$ cat config.mk
export PLATFORM = sky130hd
export DESIGN_NAME = counter_updown_mod
export DESIGN_NICKNAME = d
export VERILOG_FILES = /design/src/rtl/cnt_pkg.sv /design/src/rtl/counter_updown_mod.sv
export SDC_FILE = /design/constraint.sdc
export NUM_CORES = 1
export LEC_CHECK = 0
export BUFFER_PORTS_ARGS = -buffer_cell sky130_fd_sc_hd__buf_4
export CAP_MARGIN = 15
export CORE_AREA = 5 5 42 44
export CTS_CLUSTER_DIAMETER = 80
export DETAILED_ROUTE_END_ITERATION = 10
export DIE_AREA = 0 0 47 49
export HOLD_SLACK_MARGIN = 0.12
export PLACE_DENSITY = 0.54
export SLEW_MARGIN = 20
export SYNTH_ARGS = -nofsm -noshare
export SYNTH_HDL_FRONTEND = slang
export SYNTH_SLANG_ARGS = --single-unit
export TNS_END_PERCENT = 50
$ cat constraint.sdc
create_clock -name clock -period 5 [get_ports clock]
set_clock_uncertainty 0.1 [all_clocks]
set_input_delay 0.5 -clock clock [delete_from_list [all_inputs] [get_ports clock]]
set_output_delay 0.5 -clock clock [all_outputs]
set_load 0.01 [all_outputs]
$ cat src/rtl/cnt_pkg.sv
// Shared constants and elaboration-time parameter checks for the modulo counter family.
package cnt_pkg;

  localparam logic CNT_UP = 1'b1;
  localparam logic CNT_DN = 1'b0;

  // Number of bits needed to hold the value n-1; at least 1.
  function automatic int cnt_bits(input longint unsigned n);
    int b;
    longint unsigned v;
    b = 0;
    v = n - 64'd1;
    while (v > 0) begin
      b = b + 1;
      v = v >> 1;
    end
    return (b == 0) ? 1 : b;
  endfunction

  function automatic bit cnt_params_ok(input int width, input longint unsigned modulo,
                                       input longint unsigned reset_val);
    return (width >= 1) && (width <= 32) && (modulo >= 2) &&
           (cnt_bits(modulo) <= width) && (reset_val < modulo);
  endfunction

endpackage

$ cat src/rtl/counter_updown_mod.sv
// Up/down modulo counter with clear/load, wrap or saturate, sticky overflow and cascade carry.
// count changes 1 cycle after the qualifying edge; carry_out is combinational; no backpressure.
module counter_updown_mod
  import cnt_pkg::*;
#(
  parameter int              WIDTH     = 4,
  parameter longint unsigned MODULO    = 16,
  parameter bit              SATURATE  = 1'b0,
  parameter longint unsigned RESET_VAL = 0
) (
  input  logic             clock,
  input  logic             reset,
  input  logic             clear,
  input  logic             load,
  input  logic [WIDTH-1:0] load_val,
  input  logic             enable,
  input  logic             up,
  output logic [WIDTH-1:0] count,
  output logic             carry_out,
  output logic             overflow,
  input  logic             ovf_clr
);

  localparam int               W1      = WIDTH + 1;
  localparam logic [W1-1:0]    MOD_EXT = W1'(MODULO);
  localparam logic [W1-1:0]    TOP_EXT = W1'(MODULO - 64'd1);
  localparam logic [WIDTH-1:0] TOP_CNT = WIDTH'(MODULO - 64'd1);
  localparam logic [WIDTH-1:0] RST_CNT = WIDTH'(RESET_VAL);

  if (!cnt_params_ok(WIDTH, MODULO, RESET_VAL)) begin : g_bad_params
    $error("counter_updown_mod: illegal WIDTH/MODULO/RESET_VAL combination");
  end

  logic [W1-1:0]    inc;
  logic [W1-1:0]    dec;
  logic             at_top;
  logic             at_bot;
  logic             boundary;
  logic [WIDTH-1:0] load_clamped;
  logic [WIDTH-1:0] count_nxt;
  logic             ovf_nxt;

  // One extra bit: the increment's carry marks MODULO==2**WIDTH roll-over, the decrement's borrow marks zero.
  always_comb begin
    inc          = {1'b0, count} + W1'(1);
    dec          = {1'b0, count} - W1'(1);
    at_top       = (inc == MOD_EXT);
    at_bot       = dec[WIDTH];
    load_clamped = ({1'b0, load_val} > TOP_EXT) ? TOP_CNT : load_val;
    boundary     = enable & ~clear & ~load & ((up == CNT_UP) ? at_top : at_bot);
    count_nxt    = count;
    if (clear) begin
      count_nxt = '0;
    end else if (load) begin
      count_nxt = load_clamped;
    end else if (enable) begin
      if (boundary) begin
        count_nxt = SATURATE ? count : ((up == CNT_UP) ? '0 : TOP_CNT);
      end else begin
        count_nxt = (up == CNT_UP) ? inc[WIDTH-1:0] : dec[WIDTH-1:0];
      end
    end
    ovf_nxt = boundary | (overflow & ~ovf_clr);
  end

  assign carry_out = boundary;

  always_ff @(posedge clock or negedge reset) begin
    if (!reset) begin
      count    <= RST_CNT;
      overflow <= 1'b0;
    end else begin
      count    <= count_nxt;
      overflow <= ovf_nxt;
    end
  end

endmodule

==> metrics.yaml, run 1 <==
run_status:
  status: "finished clean"
final_layout:
  syn2layout_area_growth_pct: 43.8
  nets: 80
  drive_gt1_share_pct: 36.9
  final_area_sq_um: 579
  insertedDiodeCount: 0
  postLayoutCoreUtil_pct: 41.3
synth:
  synthTopCellsByArea: "dfrtp_1, ha_1, a21oi_1"
  yosysWarnings: 0
  synthesis.nets: 58
  yosysUniqueCellTypes: 26
  synthCells: 44
  synth.ff_latch_count: 5
  ys_seq_area_share_pct: 31.1
  netlist.area_leader.share_pct: 31.1
  synth_top_area_cell: "dfrtp_1"
  avgSynthCellArea_sq_um: 9.16
  synth_area_sq_um: 403
global_route:
  grtUsageMet1_pct: 13.3
  gr-total-overflow: 0
  grt_pass1_wl_microns: 1790
  antenna_found_initial: 0
  grt_pass1_vias: 430
  top_usage_layer: "met2"
  met3_usage_pct: 3.69
  grt_max_degree: 10
  track_usage_pct: 10.9
  met2_usage_pct: 15.6
detailed_routing:
  drc: 0
  firstDrtPassIters: 2
  vias: 409
  drt-total-wl_microns: 1030
  ant_nets: 0
  routed_via_density: 5.05
  wire_per_inst_microns: 12.7
  drt_iter0_markers: 2
critical_path:
  path_buf_inv: 2
  critical_path_class: "reg2out"
  worst_path_largest_cell_delay_ns: 0.46
  crit_path_start: "count[0]$_DFFE_PN0P_"
  r2r_start: "count[0]$_DFFE_PN0P_"
  cp.required_ns: 4.40
  path_max_fanout: 8
  slowest_stage: "dfrtp_1"
  path_cells: "inv_1 > ha_1 > nor4b_2 > a41oi_2 > nor3_1 > buf_4"
  critical_path.top_delay_family: "simple AND/OR/NAND/NOR gates"
  end_kind: "output port"
  cp-start-kind: "flop"
  cp.arrival_ns: 1.82
floorplan:
  row_count: 14
  die_w_microns: 47
  start_util_pct: 28.7
  boundaryPins: 17
  die_h_microns: 49
  core_sq_um: 1400
  die_area_sq_um: 2300
power:
  powerDensity_nw_per_um2: 224
  swShare_pct: 28.4
  power.total_mw: 0.130
  p_sw_mw: 0.0369
  p_seq_share_pct: 38.0
  intPower_mw: 0.0930
  ir_drop_mv: 0.0936
  share_comb_of_total_power_pct: 27.2
  power.share.clock_pct: 34.8
  leakagePower_nw: 0.278
run:
  max_cap_violations: 0
timing:
  fin_crit_sh_pct: 48.4
  worstMarginPinSlew_ns: 0.387
  drv_slew: 0
  tns_ns: 0
  relSlewSlack_pct: 73.9
  max_freq_mhz: 414
  setup_viol_count_final: 0
  finalHoldViolCount: 0
  rsz0062_at_grt: "no"
  layout_min_cycle_time_ns: 2.42
  fin_ws_ns: 2.58
place:
  port_buffers: 16
  hpwlAfterDp_microns: 806
  place_area_sq_um: 543
  pre_cts_slack_ns: 2.83
  place_congestion: 0.696
clocking:
  cts_tree: "done"
  path_clk_slew_ns: 0.04
  cts_inserted_buffers: 3
  cts_resized: 0
  cts.root.buffer_cell: "clkbuf_4"
  cts.sinks: 5
  cts.htree.levels: 1
  clk-insertion-delay-late_ns: 0.24
  clock_path_buffers: 2
min_path:
  hp-start: "clear"
  min_path_type: "in2reg"
[cell families (layout without fill, tap and decap cells)]
logic type      count (synthesis)  count (layout)  synth area share (%)
simple gates                   15              15                  23.9
mux                             2               2                  5.28
xor+xnor                        1               1                  2.17
flops                           5               5                  31.1
fa+ha+maj                       3               3                  9.32
buf+inv                         5              26                  4.66
compound gates                 13              13                  23.6
[repair_timing]
action	4_1_cts	5_1_grt
setup buffers	0	0
hold buffers	1	0
hold endpoints to repair	5	0
setup endpoints to repair	0	0
[cell usage in the layout (no fill, tap or decap)]
| master | count |
|---|---|
| buf_4 | 16 |
| inv_1 | 5 |
| dfrtp_1 | 5 |
| a21oi_1 | 4 |
| nand2_1 | 3 |
| ha_1 | 3 |
| clkbuf_4 | 3 |
| nor3_1 | 2 |
| or3_1 | 2 |
| o21ai_0 | 2 |
| and4_4 | 1 |
| nor4b_2 | 1 |
| a41oi_2 | 1 |
| nand2b_1 | 1 |
| a21o_1 | 1 |
| mux2_2 | 1 |
| xor2_1 | 1 |
| nor2_1 | 1 |
| a211oi_1 | 1 |
| nor3b_1 | 1 |
| nand4_1 | 1 |
| o311ai_0 | 1 |
| mux2i_1 | 1 |
| nor4_1 | 1 |
| o311ai_1 | 1 |
| a311oi_1 | 1 |
| or2_2 | 1 |
| o211ai_1 | 1 |
| clkbuf_1 | 1 |
| dlygate4sd3_1 | 1 |
[final cells by class]
cell class | count | area [sq um]
multi-input combinational | 34 | 259
clock buffer | 4 | 26.3
tap | 16 | 20.0
fill | 159 | 822
inverter | 5 | 18.8
sequential | 5 | 125
timing repair buffer | 17 | 130
[flip-flops by register name, summed over array words and instances, names as in the netlist]
register,cells
count,4
overflow,1
[Yosys cell counts]
| master | number |
|---|---|
| or3_1 | 2 |
| and4_4 | 1 |
| a21o_1 | 1 |
| mux2i_1 | 1 |
| a41oi_2 | 1 |
| nand2b_1 | 1 |
| a21oi_1 | 4 |
| a311oi_1 | 1 |
| inv_1 | 5 |
| dfrtp_1 | 5 |
| nor2_1 | 1 |
| nand4_1 | 1 |
| nor4b_2 | 1 |
| or2_2 | 1 |
| o311ai_1 | 1 |
| nor3_1 | 2 |
| nor3b_1 | 1 |
| a211oi_1 | 1 |
| nand2_1 | 3 |
| o211ai_1 | 1 |
| ha_1 | 3 |
| nor4_1 | 1 |
| mux2_2 | 1 |
| o21ai_0 | 2 |
| xor2_1 | 1 |
| o311ai_0 | 1 |
[metrics by stage]
step           hold WS, ns  cells
2_1_floorplan        0.104     44
3_3_place_gp         0.207     76
3_5_place_dp         0.207     76
4_1_cts              0.361     81
5_1_grt              0.355     81
6_report             0.364     81
[power by group through the flow]
| stage | Combinational [mW] | Sequential [mW] | Clock (mW) |
|---|---|---|---|
| 2_1_floorplan | 0.0167 | 0.0500 | 0 |
| 3_3_place_gp | 0.0353 | 0.0497 | 0 |
| 3_5_place_dp | 0.0348 | 0.0499 | 0 |
| 4_1_cts | 0.0357 | 0.0494 | 0.0467 |
| 5_1_grt | 0.0396 | 0.0503 | 0.0500 |
| 6_report | 0.0353 | 0.0493 | 0.0453 |
[final timing paths]
check | to | slack (ns) | depth (start not counted)
max in group asynchronous | count[2]$_DFFE_PN0P_ | 4.16 | 2
min | count[1]$_DFFE_PN0P_ | 0.36 | 2
min in group asynchronous | count[1]$_DFFE_PN0P_ | 0.52 | 2
max reg2reg | count[3]$_DFFE_PN0P_ | 3.15 | 6
min reg2reg | overflow$_DFF_PN0_ | 0.38 | 1
max | carry_out | 2.58 | 6
[layer usage]
layer	routed length (microns)	vias to the layer above
met3	58	4
met2	483	14
met1	453	181
met5	0	-
li1	-	210
met4	30	0
Note: power is estimated with default switching activity, not from simulation.
==> run 2, diff against run 1 <==
==> constraint.sdc (replaced) <==
create_clock -name clock -period 2.3 [get_ports clock]
set_clock_uncertainty 0.1 [all_clocks]
set_input_delay 0.23 -clock clock [delete_from_list [all_inputs] [get_ports clock]]
set_output_delay 0.23 -clock clock [all_outputs]
set_load 0.01 [all_outputs]
==> run 2 against run 1 <==
Sequential cell count unchanged. Wire length fell by 3.3%. Utilization grew 1.3 points. Via count decreased by 1.2%. Final cell count increased by 1.2%. Total power increased by 120%. Register-to-register slack worse by 2.7 ns. First-iteration DRC count down 50%. Critical path depth unchanged. Non-clock buffer count rose by 1. Highest routed layer is now met3.
==> metrics.yaml, run 2 (synthesis gave the netlist of run 1 again) <==
detailed_routing:
  wire_per_inst_microns: 12.1
  vias: 404
  drt_iter0_markers: 1
  firstDrtPassIters: 4
  drt-total-wl_microns: 992
  drc: 0
  ant_nets: 0
  routed_via_density: 4.93
floorplan:
  die_h_microns: 49
  die_w_microns: 47
  start_util_pct: 28.7
  row_count: 14
  core_sq_um: 1400
  boundaryPins: 17
  die_area_sq_um: 2300
timing:
  relSlewSlack_pct: 73.8
  tns_ns: 0
  finalHoldViolCount: 0
  worstMarginPinSlew_ns: 0.388
  setup_viol_count_final: 0
  rsz0062_at_grt: "no"
  fin_crit_sh_pct: 90.6
  max_freq_mhz: 480
  timing.hold.ws_ns: 0.139
  layout_min_cycle_time_ns: 2.08
  drv_slew: 0
critical_path:
  end_kind: "output port"
  path_cells: "inv_1 > ha_1 > nor4b_4 > a41oi_2 > nor3_1 > buf_4"
  critical_path_class: "reg2out"
  cp.required_ns: 1.97
  cp.arrival_ns: 1.75
  path_max_fanout: 8
  path_buf_inv: 2
  critical_path.top_delay_family: "simple AND/OR/NAND/NOR gates"
  slowest_stage: "dfrtp_1"
  cp-start-kind: "flop"
  worst_path_largest_cell_delay_ns: 0.46
power:
  ir_drop_mv: 0.212
  powerDensity_nw_per_um2: 482
  leakagePower_nw: 0.288
final_layout:
  final_common_cell: "buf_4"
  largest-register: "count"
  final_cells: 82
  fill_cells: 149
  insertedDiodeCount: 0
  largest_reg_flops: 4
  drive_gt1_share_pct: 36.4
  layout_common_cells: "buf_4, inv_1, dfrtp_1"
  nets: 81
  reg.largest.list: "count (4), overflow (1)"
  syn2layout_area_growth_pct: 48.4
clocking:
  cts_setup_buffers: 0
  cts.htree.levels: 1
  cts.sinks: 5
  clk-insertion-delay-late_ns: 0.24
  cts.root.buffer_cell: "clkbuf_4"
  cts_inserted_buffers: 3
  clock_path_buffers: 2
  path_clk_slew_ns: 0.04
  cts_tree: "done"
place:
  port_buffers: 16
  place_congestion: 0.696
  post-place-cells: 76
  hpwlAfterDp_microns: 781
global_route:
  grt_pass1_vias: 407
  grt_max_degree: 10
  gr-total-overflow: 0
  antenna_found_initial: 0
  track_usage_pct: 10.2
  grt_pass1_wl_microns: 1660
run:
  max_cap_violations: 0
run_status:
  status: "finished clean"
min_path:
  min_path_type: "in2reg"
## run 2: layout make-up
| cell class | count | area, sq um | area share [%] |
|---|---|---|---|
| repair buffers | 18 | 140 | 23.4 |
| inverters | 5 | 18.8 | 3.14 |
| multi-input cells | 34 | 268 | 44.8 |
| clock buffers | 4 | 26.3 | 4.39 |
| well taps | 16 | 20.0 | 3.35 |
| flip-flops and latches | 5 | 125 | 20.9 |
## run 2: final timing paths
check,from,to,slack [ns],cells past startpoint
max reg2reg,count[0]$_DFFE_PN0P_,count[3]$_DFFE_PN0P_,0.50,6
max,count[0]$_DFFE_PN0P_,carry_out,0.22,6
max in group asynchronous,reset,overflow$_DFF_PN0_,1.75,2
min reg2reg,overflow$_DFF_PN0_,overflow$_DFF_PN0_,0.38,1
min,load_val[0],count[0]$_DFFE_PN0P_,0.14,3
min in group asynchronous,reset,count[0]$_DFFE_PN0P_,0.24,2
## run 2: tightest hold or removal path, cell delays in order
cell     delay (ns)
buf_4          0.10
nand2_1        0.05
a21oi_1        0.05
## run 2: repair_timing
item | in CTS | in global routing
setup endpoints to repair | 0 | 1
hold buffers | 2 | 0
resized for setup | 0 | 1
endpoints found under the hold margin | 9 | 0
## run 2: layer usage
metal / vias to the layer above / share of wire, % / global-route usage, %
li1: 211 / - / -
met1: 183 / 44 / 12.4
met2: 10 / 51 / 14.0
met3: 0 / 5.5 / 3.32
met4: 0 / 0 / 7.83
met5: - / 0 / 0
## run 2: power breakdown
| part | internal (mW) | switching (mW) | leakage (nW) | total, mW |
|---|---|---|---|---|
| combinational | 0.0452 | 0.0350 | 0.207 | 0.0801 |
| clock | 0.0655 | 0.0342 | 0.0150 | 0.0997 |
| sequential | 0.0946 | 0.0140 | 0.0658 | 0.109 |
| total | 0.205 | 0.0831 | 0.288 | 0.288 |
## run 2: stage by stage
stage	area (sq um)	total power, mW	setup WS (ns)	util, %
final	598	0.288	0.216	42.7
after floorplan	403	0.145	0.557	-
after detailed placement	543	0.184	0.411	38.8
after global placement	543	0.185	0.432	38.8
after CTS	589	0.291	0.137	42.1
after global routing	598	0.312	0.0421	42.7
==> run 3, diff against run 2 <==
--- a/config.mk
+++ b/config.mk
@@ -12,6 +12,7 @@
 export DETAILED_ROUTE_END_ITERATION = 10
 export DIE_AREA = 0 0 47 49
 export HOLD_SLACK_MARGIN = 0.12
+export MAX_ROUTING_LAYER = met4
 export PLACE_DENSITY = 0.54
 export SLEW_MARGIN = 20
 export SYNTH_ARGS = -nofsm -noshare
==> run 3 against run 2 <==
Total power hardly changed. Via count grew 0.99%. Wire length decreased by 0.20%. Non-clock buffer count did not move. Combinational power about the same. Register-to-register slack barely moved. Critical path type unchanged.
==> metrics.yaml, run 3 (synthesis gave the netlist of run 1 again) <==
final_layout:
  nets: 81
  largest_reg_flops: 4
  final_common_cell: "buf_4"
  syn2layout_area_growth_pct: 48.4
  layout_common_cells: "buf_4, inv_1, dfrtp_1"
  insertedDiodeCount: 0
  largest-register: "count"
  drive_gt1_share_pct: 36.4
  reg.largest.list: "count (4), overflow (1)"
  fill_cells: 149
  final_area_sq_um: 598
global_route:
  gr-total-overflow: 0
  grt_max_degree: 10
  antenna_found_initial: 0
  grt_pass1_wl_microns: 1660
  track_usage_pct: 10.4
  grt_pass1_vias: 412
critical_path:
  cp.arrival_ns: 1.75
  path_max_fanout: 8
  worst_path_largest_cell_delay_ns: 0.46
  critical_path.top_delay_family: "simple AND/OR/NAND/NOR gates"
  path_buf_inv: 2
  path_cells: "inv_1 > ha_1 > nor4b_4 > a41oi_2 > nor3_1 > buf_4"
  cp-start-kind: "flop"
  end_kind: "output port"
  slowest_stage: "dfrtp_1"
  critical_path_class: "reg2out"
  cp.required_ns: 1.97
floorplan:
  boundaryPins: 17
  start_util_pct: 28.7
  die_area_sq_um: 2300
  core_sq_um: 1400
  die_w_microns: 47
  die_h_microns: 49
  row_count: 14
power:
  leakagePower_nw: 0.288
  powerDensity_nw_per_um2: 482
  ir_drop_mv: 0.212
  power.total_mw: 0.288
detailed_routing:
  wire_per_inst_microns: 12.1
  vias: 408
  drt_iter0_markers: 1
  routed_via_density: 4.98
  ant_nets: 0
  drc: 0
  drt-total-wl_microns: 990
  firstDrtPassIters: 4
clocking:
  cts_setup_buffers: 0
  cts.htree.levels: 1
  path_clk_slew_ns: 0.04
  cts.root.buffer_cell: "clkbuf_4"
  cts.sinks: 5
  cts_tree: "done"
  clk-insertion-delay-late_ns: 0.24
  cts_inserted_buffers: 3
  clock_path_buffers: 2
timing:
  worstMarginPinSlew_ns: 0.389
  finalHoldViolCount: 0
  relSlewSlack_pct: 73.7
  layout_min_cycle_time_ns: 2.08
  tns_ns: 0
  setup_viol_count_final: 0
  drv_slew: 0
  max_freq_mhz: 480
  rsz0062_at_grt: "no"
  fin_crit_sh_pct: 90.6
run:
  max_cap_violations: 0
place:
  port_buffers: 16
  hpwlAfterDp_microns: 781
  place_area_sq_um: 543
  place_congestion: 0.704
run_status:
  status: "finished clean"
min_path:
  min_path_type: "in2reg"
## run 3: repair_timing
item | 4_1_cts | 5_1_grt
endpoints found under the hold margin | 9 | 0
hold buffers | 2 | 0
setup endpoints to repair | 0 | 1
gates resized for setup | 0 | 1
## run 3: worst paths after layout
kind,cells after the start,slack (ns),end,from
max,6,0.22,carry_out,count[0]$_DFFE_PN0P_
min,3,0.14,count[0]$_DFFE_PN0P_,load_val[0]
max reg2reg,6,0.50,count[3]$_DFFE_PN0P_,count[0]$_DFFE_PN0P_
min reg2reg,1,0.38,overflow$_DFF_PN0_,overflow$_DFF_PN0_
max in group asynchronous,2,1.75,overflow$_DFF_PN0_,reset
min in group asynchronous,2,0.24,count[0]$_DFFE_PN0P_,reset
## run 3: cell type report
type | count | area (sq um) | share of cell area, %
multi-input combinational | 34 | 268 | 44.8
timing repair buffer | 18 | 140 | 23.4
sequential | 5 | 125 | 20.9
clock buffer | 4 | 26.3 | 4.39
tap | 16 | 20.0 | 3.35
inverter | 5 | 18.8 | 3.14
## run 3: power breakdown
part	internal, mW	switching, mW
combinational	0.0452	0.0349
sequential	0.0946	0.0139
clock	0.0655	0.0342
## run 3: per-stage QoR
step	worst slack [ns]	hold WS, ns	util (%)	instances
2_1_floorplan	0.557	-0.166	-	44
3_3_place_gp	0.432	-0.0634	38.8	76
3_5_place_dp	0.411	-0.0635	38.8	76
4_1_cts	0.137	0.135	42.1	82
5_1_grt	0.0421	0.143	42.7	82
6_report	0.217	0.139	42.7	82
## run 3: worst min-delay path: cells and delay by family
| family | cells | cell delay (ns) |
|---|---|---|
| buf+inv | 1 | 0.10 |
| simple gates | 1 | 0.05 |
| compound gates | 1 | 0.05 |
## run 3: layer usage
metal | share of wire [%] | vias to the layer above | global-route usage [%]
met2 | 50 | 10 | 14.0
met1 | 44 | 185 | 12.4
met5 | 0 | - | -
met3 | 5.6 | 2 | 3.32
li1 | - | 211 | -
met4 | 0.40 | 0 | 7.83
